File: src/rtl/tmds_gearbox_ser.sv
// tmds_gearbox_ser: parametrised N_CH-lane symbol-to-word serializer.
// Each lane holds a BUF_W-bit shift buffer that emits OUT_W bits per cycle
// and is refilled with a whole symbol whenever fewer than OUT_W bits would
// remain. A shared fill counter keeps every lane, including the optional
// clock lane, bit-aligned. IDLE_SYM is loaded whenever no source symbol is
// available, so the serial stream never stalls.
module tmds_gearbox_ser #(
  parameter int              N_CH        = 3,
  parameter int              SYM_W       = 10,
  parameter int              OUT_W       = 2,
  parameter int              MSB_FIRST   = 0,
  parameter int              CLK_LANE    = 1,
  parameter logic [SYM_W-1:0] CLK_PATTERN = 10'b1111100000,
  parameter logic [SYM_W-1:0] IDLE_SYM    = 10'b1101010100,
  parameter int              CNT_W       = 16
) (
  input  logic                    clk_i,
  input  logic                    rst_n_i,
  input  logic                    link_en_i,
  input  logic                    s_valid_i,
  output logic                    s_ready_o,
  input  logic [N_CH*SYM_W-1:0]   s_data_i,
  output logic [N_CH*OUT_W-1:0]   ser_data_o,
  output logic [OUT_W-1:0]        ser_clk_o,
  output logic                    ser_valid_o,
  output logic                    underflow_o,
  output logic [CNT_W-1:0]        underflow_cnt_o,
  input  logic                    clr_cnt_i
);

  localparam int BUF_W = SYM_W + OUT_W - 1;
  localparam int F_W   = $clog2(BUF_W + 1);
  localparam logic [F_W-1:0] OUT_F = F_W'(OUT_W);
  localparam logic [F_W-1:0] SYM_F = F_W'(SYM_W);

  logic [F_W-1:0]   fill;
  logic [F_W-1:0]   rem;
  logic             emit;
  logic             load;
  logic             take_src;
  logic             uf_evt;
  logic [BUF_W-1:0] data_buf [N_CH];
  logic [BUF_W-1:0] clk_buf;
  logic [SYM_W-1:0] sym_sel  [N_CH];

  // Put the first-transmitted bit of a symbol at bit 0.
  function automatic logic [SYM_W-1:0] orient(input logic [SYM_W-1:0] s);
    logic [SYM_W-1:0] o;
    o = s;
    if (MSB_FIRST != 0) begin
      for (int unsigned i = 0; i < SYM_W; i++) begin
        o[i] = s[SYM_W-1-i];
      end
    end
    return o;
  endfunction

  // Shift out the emitted word, then drop a new symbol right above the
  // bits still waiting to be sent.
  function automatic logic [BUF_W-1:0] next_buf(
    input logic [BUF_W-1:0] cur,
    input logic [SYM_W-1:0] sym,
    input logic             do_emit,
    input logic             do_load,
    input logic [F_W-1:0]   pos
  );
    logic [BUF_W-1:0] b;
    logic [BUF_W-1:0] keep;
    b = do_emit ? (cur >> OUT_W) : cur;
    if (do_load) begin
      keep = (BUF_W'(1) << pos) - BUF_W'(1);
      b    = (b & keep) | (BUF_W'(sym) << pos);
    end
    return b;
  endfunction

  // Emit/load decision from the registered fill level and source selection.
  always_comb begin
    emit     = (fill >= OUT_F);
    rem      = emit ? (fill - OUT_F) : fill;
    load     = (rem < OUT_F);
    take_src = link_en_i & s_valid_i;
    uf_evt   = load & link_en_i & ~s_valid_i;
    for (int unsigned c = 0; c < N_CH; c++) begin
      sym_sel[c] = orient(take_src ? s_data_i[c*SYM_W +: SYM_W] : IDLE_SYM);
    end
  end

  // Ready is masked by reset so it reads 0 while the block is held in reset.
  assign s_ready_o = load & link_en_i & rst_n_i;

  // Fill counter, lane buffers and registered serial outputs.
  always_ff @(posedge clk_i or negedge rst_n_i) begin
    if (!rst_n_i) begin
      fill        <= '0;
      clk_buf     <= '0;
      ser_data_o  <= '0;
      ser_clk_o   <= '0;
      ser_valid_o <= 1'b0;
      for (int unsigned c = 0; c < N_CH; c++) begin
        data_buf[c] <= '0;
      end
    end else begin
      fill        <= load ? (rem + SYM_F) : rem;
      ser_valid_o <= emit;
      for (int unsigned c = 0; c < N_CH; c++) begin
        data_buf[c] <= next_buf(data_buf[c], sym_sel[c], emit, load, rem);
        if (emit) begin
          ser_data_o[c*OUT_W +: OUT_W] <= data_buf[c][OUT_W-1:0];
        end
      end
      clk_buf <= next_buf(clk_buf, CLK_PATTERN, emit, load, rem);
      if (emit) begin
        ser_clk_o <= (CLK_LANE != 0) ? clk_buf[OUT_W-1:0] : '0;
      end
    end
  end

  // Underflow pulse and saturating counter; a clear beats a same-cycle event.
  always_ff @(posedge clk_i or negedge rst_n_i) begin
    if (!rst_n_i) begin
      underflow_o     <= 1'b0;
      underflow_cnt_o <= '0;
    end else begin
      underflow_o <= uf_evt;
      if (clr_cnt_i) begin
        underflow_cnt_o <= '0;
      end else if (uf_evt && (underflow_cnt_o != '1)) begin
        underflow_cnt_o <= underflow_cnt_o + 1'b1;
      end
    end
  end

endmodule

File: config.mk
export PLATFORM = sky130hd
export DESIGN_NAME = tmds_gearbox_ser
export DESIGN_NICKNAME = d
export VERILOG_FILES = /design/src/rtl/tmds_gearbox_ser.sv
export SDC_FILE = /design/constraint.sdc
export NUM_CORES = 1
export LEC_CHECK = 0
export CORE_MARGIN = 5
export CORE_UTILIZATION = 45
export DETAILED_ROUTE_END_ITERATION = 12
export GPL_TIMING_DRIVEN = 0
export PLACE_DENSITY = 0.75
export SKIP_LAST_GASP = 1
export SLEW_MARGIN = 40
export SYNTH_ARGS = -nofsm -noshare
export SYNTH_HDL_FRONTEND = slang
export SYNTH_SLANG_ARGS = --single-unit
File: constraint.sdc
create_clock -name clk_i -period 4.65 [get_ports clk_i]
set_input_delay 0.93 -clock clk_i [delete_from_list [all_inputs] [get_ports clk_i]]
set_output_delay 0.93 -clock clk_i [all_outputs]
set_load 0.005 [all_outputs]
# After elaboration in Yosys (flattened, before gate mapping)
# Cells that the tools add are included.
[op_classes]
magnitude_cmp = 2
mux = 15
bitwise_logic = 13
reduce_logical = 2
eq_ne = 1
n_shift = 5
n_addsub = 4
[op_table]
columns = ["operator", "n"]
rows = [
  ["11-bit 2-to-1 mux", 8],
  ["11-bit AND", 4],
  ["11-bit bitwise OR", 4],
  ["10-bit by 4-bit left shift with 11-bit output", 3],
  ["16-bit 2-to-1 mux", 2],
  ["10-bit 2-to-1 mux", 3],
  ["16-bit by 1-bit adder with 16-bit output (second input constant)", 1],
  ["16-bit inequality test (second input constant)", 1],
  ["1-bit by 4-bit left shift with 11-bit output (first input constant)", 1],
  ["10-bit by 4-bit left shift with 11-bit output (first input constant)", 1],
  ["11-bit by 2-bit subtractor with 11-bit output (second input constant)", 1],
  ["4-bit 2-to-1 mux", 2],
  ["4-bit adder (second input constant)", 1],
  ["1-bit AND", 4],
  ["4-bit by 2-bit greater-or-equal comparator with 1-bit output (second input constant)", 1],
  ["4-bit by 2-bit < comparator with 1-bit output (second input constant)", 1],
  ["4-bit by 2-bit subtractor with 4-bit output (second input constant)", 1],
  ["2-bit nonzero test", 1],
  ["1-bit logical AND", 1],
  ["1-bit NOT", 1],
]
[totals]
wordCells = 52
output_inout_bits = 27
register_bits = 74

# Logic depth before layout (Yosys ltp)
[logic_depth]
depth_word = 8
mapped_depth = 12
mapped_depth_nobuf = 10

# Least setup slack after synthesis
# No wires, ideal clock.
[synth_path]
path_kind = "flip-flop to flip-flop"
startpoint = "register fill[1]"
endpoint = "register data_buf[2] (netlist bit)"
t_required_ns = 4.512
n_path_buf = 2
arrival_time_ns = 2.393
setup_ns = 0.138
setup_slack_ns = 2.119
stages_incl_launch_ff = 13
path_cell_list = "dfrtp_1 buf_2 inv_1 ha_1 xnor2_1 nand3_1 nand2_2 inv_2 buf_1 ha_1 inv_1 a211oi_1 o211ai_1"
[synth_between]
elab_chain_cells = 7
word_cells_on_any_way = 11
classes_between = "add/sub: 2; order compare: 2; shift: 2; mux: 3; bitwise: 2"
[synth_lines]
columns = ["element", "line", "source"]
rows = [
  ["start, declared", "36", "logic [F_W-1:0] fill;"],
  ["start signal, assigned", "104", "fill <= load ? (rem + SYM_F) : rem;"],
  ["4-bit by 2-bit subtractor with 4-bit output / 4-bit by 2-bit greater-or-equal comparator with 1-bit output (equally long branches)", "80, 79", ""],
  ["4-bit 2-to-1 mux", "80", "rem = emit ? (fill - OUT_F) : fill;"],
  ["1-bit by 4-bit left shift with 11-bit output", "71", "keep = (BUF_W'(1) << pos) - BUF_W'(1);"],
  ["11-bit by 2-bit subtractor with 11-bit output", "71", ""],
  ["11-bit AND", "72", "b = (b & keep) | (BUF_W'(sym) << pos);"],
  ["11-bit bitwise OR", "72", ""],
  ["11-bit 2-to-1 mux *", "70", "if (do_load) begin"],
  ["end signal, assigned by index", "107", "data_buf[c] <= next_buf(data_buf[c], sym_sel[c], emit, load, rem);"],
  ["end, declared", "42", "logic [BUF_W-1:0] data_buf [N_CH];"],
]
# Mark *: on every way between the ends. The rest lies on a longest branch, timed or not.
# A chain may end at the register's enable or synchronous reset.

# Worst setup path after layout
[layout_path]
startpoint = "register fill[1]"
endpoint = "output s_ready_o"
[layout_between]
elab_chain_cells = 5
word_cells_on_any_way = 6
classes_between = "add/sub: 1; order compare: 2; mux: 1; bitwise: 2"
[layout_lines]
columns = ["element", "line", "source"]
rows = [
  ["4-bit by 2-bit subtractor with 4-bit output / 4-bit by 2-bit greater-or-equal comparator with 1-bit output (equally long branches)", "80, 79", ""],
  ["4-bit 2-to-1 mux *", "80", ""],
  ["4-bit by 2-bit < comparator with 1-bit output *", "81", "load = (rem < OUT_F);"],
  ["1-bit AND * (2 in series)", "90", "assign s_ready_o = load & link_en_i & rst_n_i;"],
  ["end, declared", "21", "output logic s_ready_o,"],
]
# Marked as above.

==> results.json <==
{
  "rrSetupSlack_ps": 1270,
  "multi_input_area_mm2": 0.00147,
  "max_stage_delay_ps": 500,
  "critPathMaxFanout": 8,
  "syn_to_final_growth_pct": 28.7,
  "cts_hold_buffers": 0,
  "max-vdd-ir-drop_mv": 0.167,
  "fp.dieH_um": 96.6,
  "path_cells": "buf_2, inv_1, ha_1, xnor2_1, nand3_1, nand2_2, and3_1, clkdlybuf4s50_1",
  "setup_viol": 0,
  "fp-row-count": 31,
  "antenna_found_initial": 0,
  "drv_slew": 0,
  "cts_root_buf": "clkbuf_8",
  "dpl.cell_count": 500,
  "grt_pass1_vias": 2657,
  "hold_viol_final": 0,
  "cts_buffers": 9,
  "dpl-instance-area_mm2": 0.00414,
  "hold_slack_ps": 415,
  "gpl.final_weighted_congestion": 0.809,
  "synth_most_common_cell": "dfrtp_1",
  "cp.arrival_ps": 2850,
  "chipWidth_um": 96.6,
  "cts_buffer_depth": 2,
  "leakagePower_nw": 1.81,
  "grt_max_degree": 55,
  "start_util": 0.463,
  "ys_async_sr_fraction": 1.00,
  "ys_top_cells_by_count": "dfrtp_1, nand2_1, nor2_1",
  "synth-seq-area-share": 0.542,
  "worst_pin_slew_ps": 713,
  "cts_resized": 0,
  "cts_tree": "done",
  "layout-drive-gt1-share": 0.0695,
  "reg2regPathDepth": 11,
  "max_slew_margin": 0.524,
  "num_vias": 2710,
  "synth_ff_type": "dfrtp_1",
  "via_per_inst": 5.25,
  "grt_usage": 0.179,
  "grt_overflow": 0,
  "grt_pass1_wl_um": 13000,
  "routed_wl_um": 7690,
  "yosysTopAreaCellShare": 0.542,
  "die_area_mm2": 0.00933,
  "yosys.area.top_type": "dfrtp_1",
  "ff_latch_area_mm2": 0.00183,
  "critPathSlowestCell": "clkdlybuf4s50_1",
  "ios": 62,
  "crit_buf_inv": 3,
  "r2r_end": "data_buf[19]$_DFF_PN0_",
  "synth.distinct_cells": 41,
  "timing.rr.start": "fill[1]$_DFF_PN0_",
  "synthCells": 337,
  "cap_violations": 0,
  "clk_pin_slew_ps": 80,
  "synth_edf_count": 0,
  "diodes": 0,
  "place_hpwl_um": 5520,
  "crit_required_ps": 3720,
  "syn_area_mm2": 0.00337,
  "port_buffers": 60,
  "endpoint_kind": "primary output",
  "cp_top_family": "buffers and inverters",
  "cts_max_level": 3,
  "worst_skew_pair.late_latency_ps": 340,
  "finClkSkew_ps": 5.88,
  "fmax_mhz": 264,
  "yosysWarningCount": 0,
  "core-area_mm2": 0.00729,
  "num-nets-final": 452,
  "critical_path_class": "flip-flop to primary output",
  "ys_ff_latch": 73,
  "p_per_area_mw_per_mm2": 282,
  "wl_per_cell_um": 14.9,
  "fin_area_mm2": 0.00434,
  "final.min_clock_period_ps": 3780,
  "period_share": 0.814,
  "worst_hold_path_type": "primary input to asynchronous set/reset pin",
  "fillers": 639,
  "drt_iter0_drc": 174,
  "drc_errors": 0,
  "antenna_left": 0,
  "firstDrtPassIters": 4,
  "cp-start-kind": "flip-flop",
  "grt_setup_unrepaired": "false",
  "status": "completed",
  "cts_num_sinks": 73,
  "synthTopCellsByArea": "dfrtp_1, nand2_1, mux2i_1",
  "postCtsSetupRepairBufs": 0,
  "stdcell_count": 516,
  "fin_util": 0.596,
  "synth.avg_cell_area_um2": 10.0
}
[worst max-delay path by stage]
stage / start / endpoint / slack (ps) / cells after the start
6_report: fill[1]$_DFF_PN0_ / s_ready_o / 870 / 8
5_1_grt: fill[1]$_DFF_PN0_ / s_ready_o / 650 / 8
4_1_cts: fill[1]$_DFF_PN0_ / s_ready_o / 890 / 8
3_5_place_dp: fill[1]$_DFF_PN0_ / s_ready_o / 1310 / 8
3_3_place_gp: rst_n_i / s_ready_o / -990 / 3
2_1_floorplan: fill[1]$_DFF_PN0_ / data_buf[2]$_DFF_PN0_ / 2120 / 12
[state kept, by name (all words and copies together) (netlist names)]
| signal | cells |
|---|---|
| underflow_cnt_o | 16 |
| ser_valid_o | 1 |
| ser_clk_o | 2 |
| data_buf | 33 |
| ser_data_o | 6 |
| fill | 3 |
| underflow_o | 1 |
| clk_buf | 11 |
[worst register-to-register path: stages (launching register included)]
cell and delay, ps:
dfrtp_1 350, buf_2 200, inv_1 70, ha_1 210, xnor2_1 440, nand3_1 280, nand2_2 270, inv_2 140
buf_1 300, ha_1 310, a21oi_1 490, o22ai_1 180
[cell usage in the layout (no fill, tap or decap), types with 4 or more instances in the layout]
cell / synthesis / final
a21oi_1: 9 / 9
nor2_1: 32 / 32
and3_1: 5 / 5
nor3_1: 9 / 9
nor2b_1: 8 / 8
xnor2_1: 13 / 13
inv_1: 7 / 7
ha_1: 5 / 5
a211oi_1: 6 / 6
o22ai_1: 15 / 15
clkdlybuf4s50_1: 0 / 59
nand3_1: 15 / 15
clkbuf_1: 9 / 10
dfrtp_1: 73 / 73
nand2_1: 59 / 59
or3_1: 5 / 5
nor4_1: 4 / 4
conb_1: 1 / 4
clkbuf_8: 0 / 10
mux2i_1: 22 / 22
[logic make-up (layout without fill, tap and decap cells)]
group           count (synthesis)  after routing  share of synthesized area
mux                            22             22                     0.0653
flops                          73             73                      0.542
buf+inv                        24            101                     0.0278
fa+ha+maj                       5              5                     0.0185
other cells                     1              4                    0.00111
compound gates                 44             44                     0.0868
xor+xnor                       13             13                     0.0338
simple gates                  155            155                      0.225
[per-stage QoR]
stage | total power, mW | TNS (ps) | setup slack (ps)
after CTS | 1.23 | 0 | 891
after global routing | 1.28 | 0 | 651
after global placement | 0.738 | -989 | -989
after floorplan | 0.686 | 0 | 2120
final | 1.22 | 0 | 866
after detailed placement | 0.742 | 0 | 1310
[area by class of cell]
cell class / instances / area share
Buffer: 15 / 0.0138
Clock buffer: 11 / 0.0326
Clock inverter: 5 / 0.0127
Inverter: 9 / 0.00778
Multi-Input combinational cell: 243 / 0.339
Sequential cell: 73 / 0.421
Tap cell: 99 / 0.0285
Timing Repair Buffer: 61 / 0.145
[metal layers]
layer	part of all wire	GRT usage	up-vias
met1	0.45	0.244	1309
li1	-	-	1322
met4	0.018	0.0584	0
met3	0.041	0.0380	12
met2	0.49	0.287	67
met5	0	0	-
[power by group]
part	switching (mW)	total (mW)	internal, mW
clock	0.234	0.494	0.261
combinational	0.0345	0.0755	0.0410
sequential	0.00630	0.653	0.647
(Power assumes the default switching activity.)
